--- src/rtl/decode_stage_pkg.sv ---
// Shared RV32I decode definitions: opcodes, ALU operation and immediate-format
// enumerations, the ID/EX register layout and the funct3 -> ALU op helper.
package decode_stage_pkg;

  localparam logic [6:0] OPC_LUI    = 7'b0110111;
  localparam logic [6:0] OPC_AUIPC  = 7'b0010111;
  localparam logic [6:0] OPC_JAL    = 7'b1101111;
  localparam logic [6:0] OPC_JALR   = 7'b1100111;
  localparam logic [6:0] OPC_BRANCH = 7'b1100011;
  localparam logic [6:0] OPC_LOAD   = 7'b0000011;
  localparam logic [6:0] OPC_STORE  = 7'b0100011;
  localparam logic [6:0] OPC_OP_IMM = 7'b0010011;
  localparam logic [6:0] OPC_OP     = 7'b0110011;

  typedef enum logic [3:0] {
    ALU_ADD    = 4'd0,
    ALU_SUB    = 4'd1,
    ALU_SLL    = 4'd2,
    ALU_SLT    = 4'd3,
    ALU_SLTU   = 4'd4,
    ALU_XOR    = 4'd5,
    ALU_SRL    = 4'd6,
    ALU_SRA    = 4'd7,
    ALU_OR     = 4'd8,
    ALU_AND    = 4'd9,
    ALU_PASS_B = 4'd10
  } alu_op_t;

  typedef enum logic [2:0] {
    IMM_I    = 3'd0,
    IMM_S    = 3'd1,
    IMM_B    = 3'd2,
    IMM_U    = 3'd3,
    IMM_J    = 3'd4,
    IMM_NONE = 3'd5
  } imm_fmt_t;

  typedef struct packed {
    logic        valid;
    logic [31:0] pc;
    logic [31:0] rs1_val;
    logic [31:0] rs2_val;
    logic [31:0] imm;
    logic [4:0]  rd;
    alu_op_t     alu_op;
    logic        reg_write;
    logic        is_load;
    logic        is_store;
    logic        is_branch;
    logic        is_jump;
    logic        illegal;
  } idex_t;

  // alt selects SUB/SRA (instr[30]); callers mask it where it does not apply.
  function automatic alu_op_t alu_from_funct3(input logic [2:0] funct3, input logic alt);
    case (funct3)
      3'b000:  return alt ? ALU_SUB : ALU_ADD;
      3'b001:  return ALU_SLL;
      3'b010:  return ALU_SLT;
      3'b011:  return ALU_SLTU;
      3'b100:  return ALU_XOR;
      3'b101:  return alt ? ALU_SRA : ALU_SRL;
      3'b110:  return ALU_OR;
      default: return ALU_AND;
    endcase
  endfunction

endpackage

--- src/rtl/decode_stage_imm_gen.sv ---
// Combinational RV32I immediate generator: sign-extends the I/S/B/U/J fields
// of an instruction word; IMM_NONE (R-type, illegal) yields zero.
module imm_gen
  import decode_stage_pkg::*;
(
  input  logic [31:0] instr,
  input  imm_fmt_t    fmt,
  output logic [31:0] imm
);

  always_comb begin
    imm = 32'h0;
    case (fmt)
      IMM_I:   imm = {{20{instr[31]}}, instr[31:20]};
      IMM_S:   imm = {{20{instr[31]}}, instr[31:25], instr[11:7]};
      IMM_B:   imm = {{19{instr[31]}}, instr[31], instr[7], instr[30:25], instr[11:8], 1'b0};
      IMM_U:   imm = {instr[31:12], 12'h000};
      IMM_J:   imm = {{11{instr[31]}}, instr[31], instr[19:12], instr[20], instr[30:21], 1'b0};
      default: imm = 32'h0;
    endcase
  end

endmodule

--- src/rtl/decode_stage.sv ---
// RV32I decode stage: decode, load-use / write-back hazard handling and the
// ID/EX register. Define DECODE_WB_BYPASS_EN to bypass same-cycle write-back.
module decode_stage
  import decode_stage_pkg::*;
(
  input  logic        clk,
  input  logic        rst_n,
  input  logic        if_valid,
  input  logic [31:0] if_instr,
  input  logic [31:0] if_pc,
  output logic        id_ready,
  input  logic        flush,
  output logic [4:0]  rf_rs1,
  output logic [4:0]  rf_rs2,
  input  logic [31:0] rf_data1,
  input  logic [31:0] rf_data2,
  input  logic        wb_we,
  input  logic [4:0]  wb_rd,
  input  logic [31:0] wb_data,
  input  logic        ex_ready,
  output logic        ex_valid,
  output logic [31:0] ex_pc,
  output logic [31:0] ex_rs1_val,
  output logic [31:0] ex_rs2_val,
  output logic [31:0] ex_imm,
  output logic [4:0]  ex_rd,
  output logic [3:0]  ex_alu_op,
  output logic        ex_reg_write,
  output logic        ex_is_load,
  output logic        ex_is_store,
  output logic        ex_is_branch,
  output logic        ex_is_jump,
  output logic        ex_illegal
);

  // Handshakes: a transfer happens on a rising edge where valid && ready.
  // if_instr is consumed when if_valid && id_ready; ID/EX is consumed when
  // ex_valid && ex_ready. id_ready never depends on if_valid.

  logic [6:0] opcode;
  logic [4:0] rs1, rs2, rd;
  logic       use_rs1, use_rs2, writes_rd;
  imm_fmt_t   imm_fmt;
  alu_op_t    alu_op;
  logic       is_load, is_store, is_branch, is_jump, illegal;
  logic [31:0] imm;
  logic [31:0] rs1_val, rs2_val;
  logic       wb_hit1, wb_hit2, load_use, wb_stall, stall, accept;
  idex_t      idex_d, idex_q;

  assign opcode = if_instr[6:0];
  assign rs1    = if_instr[19:15];
  assign rs2    = if_instr[24:20];
  assign rd     = if_instr[11:7];
  assign rf_rs1 = rs1;
  assign rf_rs2 = rs2;

  always_comb begin
    use_rs1   = 1'b1;
    use_rs2   = 1'b0;
    writes_rd = 1'b0;
    imm_fmt   = IMM_NONE;
    alu_op    = ALU_ADD;
    is_load   = 1'b0;
    is_store  = 1'b0;
    is_branch = 1'b0;
    is_jump   = 1'b0;
    illegal   = 1'b0;
    case (opcode)
      OPC_LUI:    begin use_rs1 = 1'b0; writes_rd = 1'b1; imm_fmt = IMM_U; alu_op = ALU_PASS_B; end
      OPC_AUIPC:  begin use_rs1 = 1'b0; writes_rd = 1'b1; imm_fmt = IMM_U; end
      OPC_JAL:    begin use_rs1 = 1'b0; writes_rd = 1'b1; imm_fmt = IMM_J; is_jump = 1'b1; end
      OPC_JALR:   begin writes_rd = 1'b1; imm_fmt = IMM_I; is_jump = 1'b1; end
      OPC_BRANCH: begin use_rs2 = 1'b1; imm_fmt = IMM_B; alu_op = ALU_SUB; is_branch = 1'b1; end
      OPC_LOAD:   begin writes_rd = 1'b1; imm_fmt = IMM_I; is_load = 1'b1; end
      OPC_STORE:  begin use_rs2 = 1'b1; imm_fmt = IMM_S; is_store = 1'b1; end
      OPC_OP_IMM: begin
        writes_rd = 1'b1;
        imm_fmt   = IMM_I;
        // addi has no subtract form; only the right shifts use instr[30].
        alu_op    = alu_from_funct3(if_instr[14:12], (if_instr[14:12] == 3'b101) && if_instr[30]);
      end
      OPC_OP: begin
        use_rs2   = 1'b1;
        writes_rd = 1'b1;
        alu_op    = alu_from_funct3(if_instr[14:12], if_instr[30]);
      end
      default:    illegal = 1'b1;
    endcase
  end

  imm_gen u_imm_gen (
    .instr (if_instr),
    .fmt   (imm_fmt),
    .imm   (imm)
  );

  assign wb_hit1 = wb_we && (wb_rd != 5'd0) && (wb_rd == rs1);
  assign wb_hit2 = wb_we && (wb_rd != 5'd0) && (wb_rd == rs2);

`ifdef DECODE_WB_BYPASS_EN
  assign rs1_val  = wb_hit1 ? wb_data : rf_data1;
  assign rs2_val  = wb_hit2 ? wb_data : rf_data2;
  assign wb_stall = 1'b0;
`else
  // Without the bypass, wait until the register file holds the written value.
  logic unused_wb_data;
  assign unused_wb_data = ^wb_data;
  assign rs1_val  = rf_data1;
  assign rs2_val  = rf_data2;
  assign wb_stall = (use_rs1 && wb_hit1) || (use_rs2 && wb_hit2);
`endif

  assign load_use = idex_q.valid && idex_q.is_load && (idex_q.rd != 5'd0) &&
                    ((use_rs1 && (rs1 == idex_q.rd)) || (use_rs2 && (rs2 == idex_q.rd)));
  assign stall    = load_use || wb_stall;
  assign id_ready = (!idex_q.valid || ex_ready) && !stall;
  assign accept   = if_valid && id_ready;

  always_comb begin
    idex_d           = '0;
    idex_d.valid     = 1'b1;
    idex_d.pc        = if_pc;
    idex_d.rs1_val   = rs1_val;
    idex_d.rs2_val   = rs2_val;
    idex_d.imm       = imm;
    idex_d.rd        = (writes_rd && !illegal) ? rd : 5'd0;
    idex_d.alu_op    = alu_op;
    idex_d.reg_write = writes_rd && (rd != 5'd0);
    idex_d.is_load   = is_load;
    idex_d.is_store  = is_store;
    idex_d.is_branch = is_branch;
    idex_d.is_jump   = is_jump;
    idex_d.illegal   = illegal;
  end

  always_ff @(posedge clk or negedge rst_n) begin
    if (!rst_n) begin
      idex_q <= '0;
    end else if (flush) begin
      idex_q.valid <= 1'b0;
    end else if (accept) begin
      idex_q <= idex_d;
    end else if (ex_ready) begin
      idex_q.valid <= 1'b0;
    end
  end

  assign ex_valid     = idex_q.valid;
  assign ex_pc        = idex_q.pc;
  assign ex_rs1_val   = idex_q.rs1_val;
  assign ex_rs2_val   = idex_q.rs2_val;
  assign ex_imm       = idex_q.imm;
  assign ex_rd        = idex_q.rd;
  assign ex_alu_op    = idex_q.alu_op;
  assign ex_reg_write = idex_q.reg_write;
  assign ex_is_load   = idex_q.is_load;
  assign ex_is_store  = idex_q.is_store;
  assign ex_is_branch = idex_q.is_branch;
  assign ex_is_jump   = idex_q.is_jump;
  assign ex_illegal   = idex_q.illegal;

endmodule

--- config.mk ---
export PLATFORM = sky130hd
export DESIGN_NAME = decode_stage
export DESIGN_NICKNAME = d
export VERILOG_FILES = /design/src/rtl/decode_stage_pkg.sv /design/src/rtl/decode_stage_imm_gen.sv /design/src/rtl/decode_stage.sv
export SDC_FILE = /design/constraint.sdc
export NUM_CORES = 1
export LEC_CHECK = 0
export BUFFER_PORTS_ARGS = -buffer_cell sky130_fd_sc_hd__buf_4
export CAP_MARGIN = 20
export CORE_AREA = 2 2 126 128
export DETAILED_ROUTE_END_ITERATION = 10
export DIE_AREA = 0 0 128 130
export GPL_TIMING_DRIVEN = 1
export PLACE_DENSITY_LB_ADDON = 0.3
export SLEW_MARGIN = 15
export SYNTH_ARGS = -nofsm -noshare
export SYNTH_HDL_FRONTEND = slang
export SYNTH_SLANG_ARGS = --single-unit
export TNS_END_PERCENT = 20
--- constraint.sdc ---
create_clock -name clk -period 2.5 [get_ports clk]
set_input_delay 0.25 -clock clk [delete_from_list [all_inputs] [get_ports clk]]
set_output_delay 0.25 -clock clk [all_outputs]
set_load 0.02 [all_outputs]
==> flow_summary.ini <==
[yosys]
synth_xor_area_share_pct = 2.70
synth-edff-count = 0
yosys_warnings = 0
yosys-top-cells-count = dfrtp_1 (144), mux2_2 (84), mux2_4 (39)
syn_area_per_cell_um2 = 13.6
synth_compound_area_share_pct = 4.82
synthAdderAreaFrac_pct = 0
synthMuxAreaShare_pct = 26.9
ys.flop_type = dfrtp_1
synthTopCellsByArea = dfrtp_1 (56%), mux2_2 (15%), mux2_4 (9.0%)
synth.net_count = 649
synth.ff_latch_count = 144
ys_seq_area_share_pct = 55.6
synthArstFlopShare_pct = 100
yosysMostFrequentCell = dfrtp_1
synthSimpleGateAreaFrac_pct = 5.40
synthCells = 478
synth_top_family_by_area = multiplexers
syn_area_um2 = 6480
synth.top_cell.area_share_pct = 55.6
synth_cell_type_count = 41
yosysTopAreaCell = dfrtp_1

[global_route]
grt_pass1_wl_um = 26800
grt_pass1_vias = 5264
grt_max_degree = 65
grt_overflow = 0
antenna_found_initial = 0
gr-usage-all-layers_pct = 20.9

[flow_run]
maxCapViolCount = 0

[worst_hold_path]
hold_class = in2reg

[floorplan]
start_util_pct = 42.0
io_pins = 326
die_area_um2 = 16600
die_w_um = 128
core.rowCount = 46
core_area_um2 = 15400
fp.dieH_um = 130

[setup_path]
critical_path_class = reg2reg
required_ns = 2.80
cp_data_arrival_time_ns = 2.64
cp_max_fo = 42
cp-end-kind = register
start_kind = register

[cells_and_area]
drive_gt1_share_pct = 58.8
nNetsFinal = 945
area_growth_pct = 46.7
antennaDiodeCount = 0

[route]
drc = 0
num_vias = 4907
dr.pass1.iters = 4
drtAntennaViolNets = 0
viasPerCell = 5.01
routed_wl_um = 17600
drt-initial-drc-count = 239
avgRoutedWirePerCell_um = 17.9

[sta]
finalSetupTns_ns = 0
period_needed_ns = 2.34
slew_violations = 0
hold_viol = 0
slew_headroom_pct = 58.9
finClkSkew_ns = 0.0129
fmax_mhz = 428
holdWs_ns = 0.0485
setup_viol = 0
rsz0062_at_grt = no
finalCritPeriodShare_pct = 93.4
worstMarginPinSlew_ns = 0.617
setup_slack_ns = 0.164

[clocking]
cts-root-buf = clkbuf_16
clk_pin_slew_ns = 0.06
cts.sinks = 144
cts_tree = built
post-cts-setup-buffer-count = 0
cts.path.max_buffers = 2
cts-htree-levels = 4
cts_buffers = 17
clk_latency_ns = 0.42

[power]
power.total_mw = 7.30
max-vdd-ir-drop_mv = 0.454
power_density_nw_per_um2 = 767
p_leak_nw = 4.94

[placed_design]
port_buffers = 293
gp_congestion = 0.847
dp.final_hpwl_um = 13100
dpl_worst_slack_ns = 0.0948

[outcome]
status = finished clean
## metrics by stage
| stage | cells | instance area [um2] | utilization [%] |
|---|---|---|---|
| CTS | 979 | 9510 | 61.7 |
| finish | 979 | 9520 | 61.7 |
| global placement | 946 | 8880 | 57.5 |
| floorplan | 478 | 6480 | - |
| global route | 979 | 9520 | 61.7 |
| detailed placement | 946 | 8880 | 57.5 |
## cells in the final DEF (no fill, tap or decap), drive strengths merged, types with 3 or more instances in the layout
| cell type | count |
|---|---|
| buf | 308 |
| dfrtp | 144 |
| mux2 | 123 |
| inv | 26 |
| nand2 | 21 |
| mux2i | 21 |
| clkbuf | 20 |
| nor2 | 15 |
| xor2 | 14 |
| a21oi | 13 |
| a21o | 12 |
| o21ai | 8 |
| nor3 | 6 |
| xnor2 | 6 |
| nand3 | 5 |
| clkinv | 5 |
| nor2b | 4 |
| a22oi | 4 |
| bufinv | 4 |
| and3 | 3 |
## kinds of logic (layout without fill, tap and decap cells)
kind of cell    count (synthesis)  after routing
flops                         144            144
compound gates                 46             46
simple gates                   69             69
xor+xnor                       20             20
buf+inv                        55            364
mux                           144            144
## sequential cells by signal, indices dropped and copies added, names as in the netlist
| register | flops |
|---|---|
| ex_alu_op | 4 |
| ex_illegal | 1 |
| ex_imm | 32 |
| ex_is_branch | 1 |
| ex_is_jump | 1 |
| ex_is_load | 1 |
| ex_is_store | 1 |
| ex_pc | 32 |
| ex_rd | 5 |
| ex_reg_write | 1 |
| ex_rs1_val | 32 |
| ex_rs2_val | 32 |
| ex_valid | 1 |
## where the power goes
part           leakage, nW  internal, mW  switching, mW  total (mW)
clock network        0.309          1.70          0.979        2.68
logic                 2.85         0.913          0.870        1.78
registers             1.79          2.65          0.181        2.83
## critical path: stages (launching register included)
cell and delay (ns):
dfrtp_1 0.45, xor2_1 0.17, nor3_1 0.22, a41oi_1 0.17
and4b_1 0.27, o21ai_4 0.22, buf_12 0.31, mux2_2 0.37
## routing by layer
layer	GRT usage (%)	wire length [um]	vias to the layer above	part of all wire, %
li1	-	-	2250	-
met1	24.8	6830	2388	39
met2	34.9	8860	225	50
met3	6.64	1310	44	7.4
met4	10.1	559	0	3.2
met5	0	0	-	0
## final timing paths
kind,cells after the start,startpoint,slack [ns],end
setup / recovery,7,ex_rd[4]$_DFFE_PN0P_,0.16,ex_pc[26]$_DFFE_PN0P_
hold / removal,2,flush,0.05,ex_valid$_DFFE_PN0P_
setup reg to reg,7,ex_rd[4]$_DFFE_PN0P_,0.16,ex_pc[26]$_DFFE_PN0P_
hold reg to reg,1,ex_rs1_val[22]$_DFFE_PN0P_,0.51,ex_rs1_val[22]$_DFFE_PN0P_
max in group asynchronous,3,rst_n,1.30,ex_pc[15]$_DFFE_PN0P_
min in group asynchronous,2,rst_n,0.41,ex_rs2_val[10]$_DFFE_PN0P_
## area by class of cell
| class | instances | area, um2 |
|---|---|---|
| inverters | 23 | 86.3 |
| clock inverters | 12 | 179 |
| clock buffers | 20 | 447 |
| fillers | 1259 | 5910 |
| repair buffers | 309 | 2380 |
| well taps | 192 | 240 |
| flip-flops and latches | 144 | 3600 |
| multi-input cells | 279 | 2580 |
## repair_timing
action | 4_1_cts | 5_1_grt
endpoints found under the setup margin | 0 | 2
endpoints found under the hold margin | 62 | 0
gates resized for setup | 0 | 1
hold buffers | 1 | 0
(Power assumes the default switching activity.)
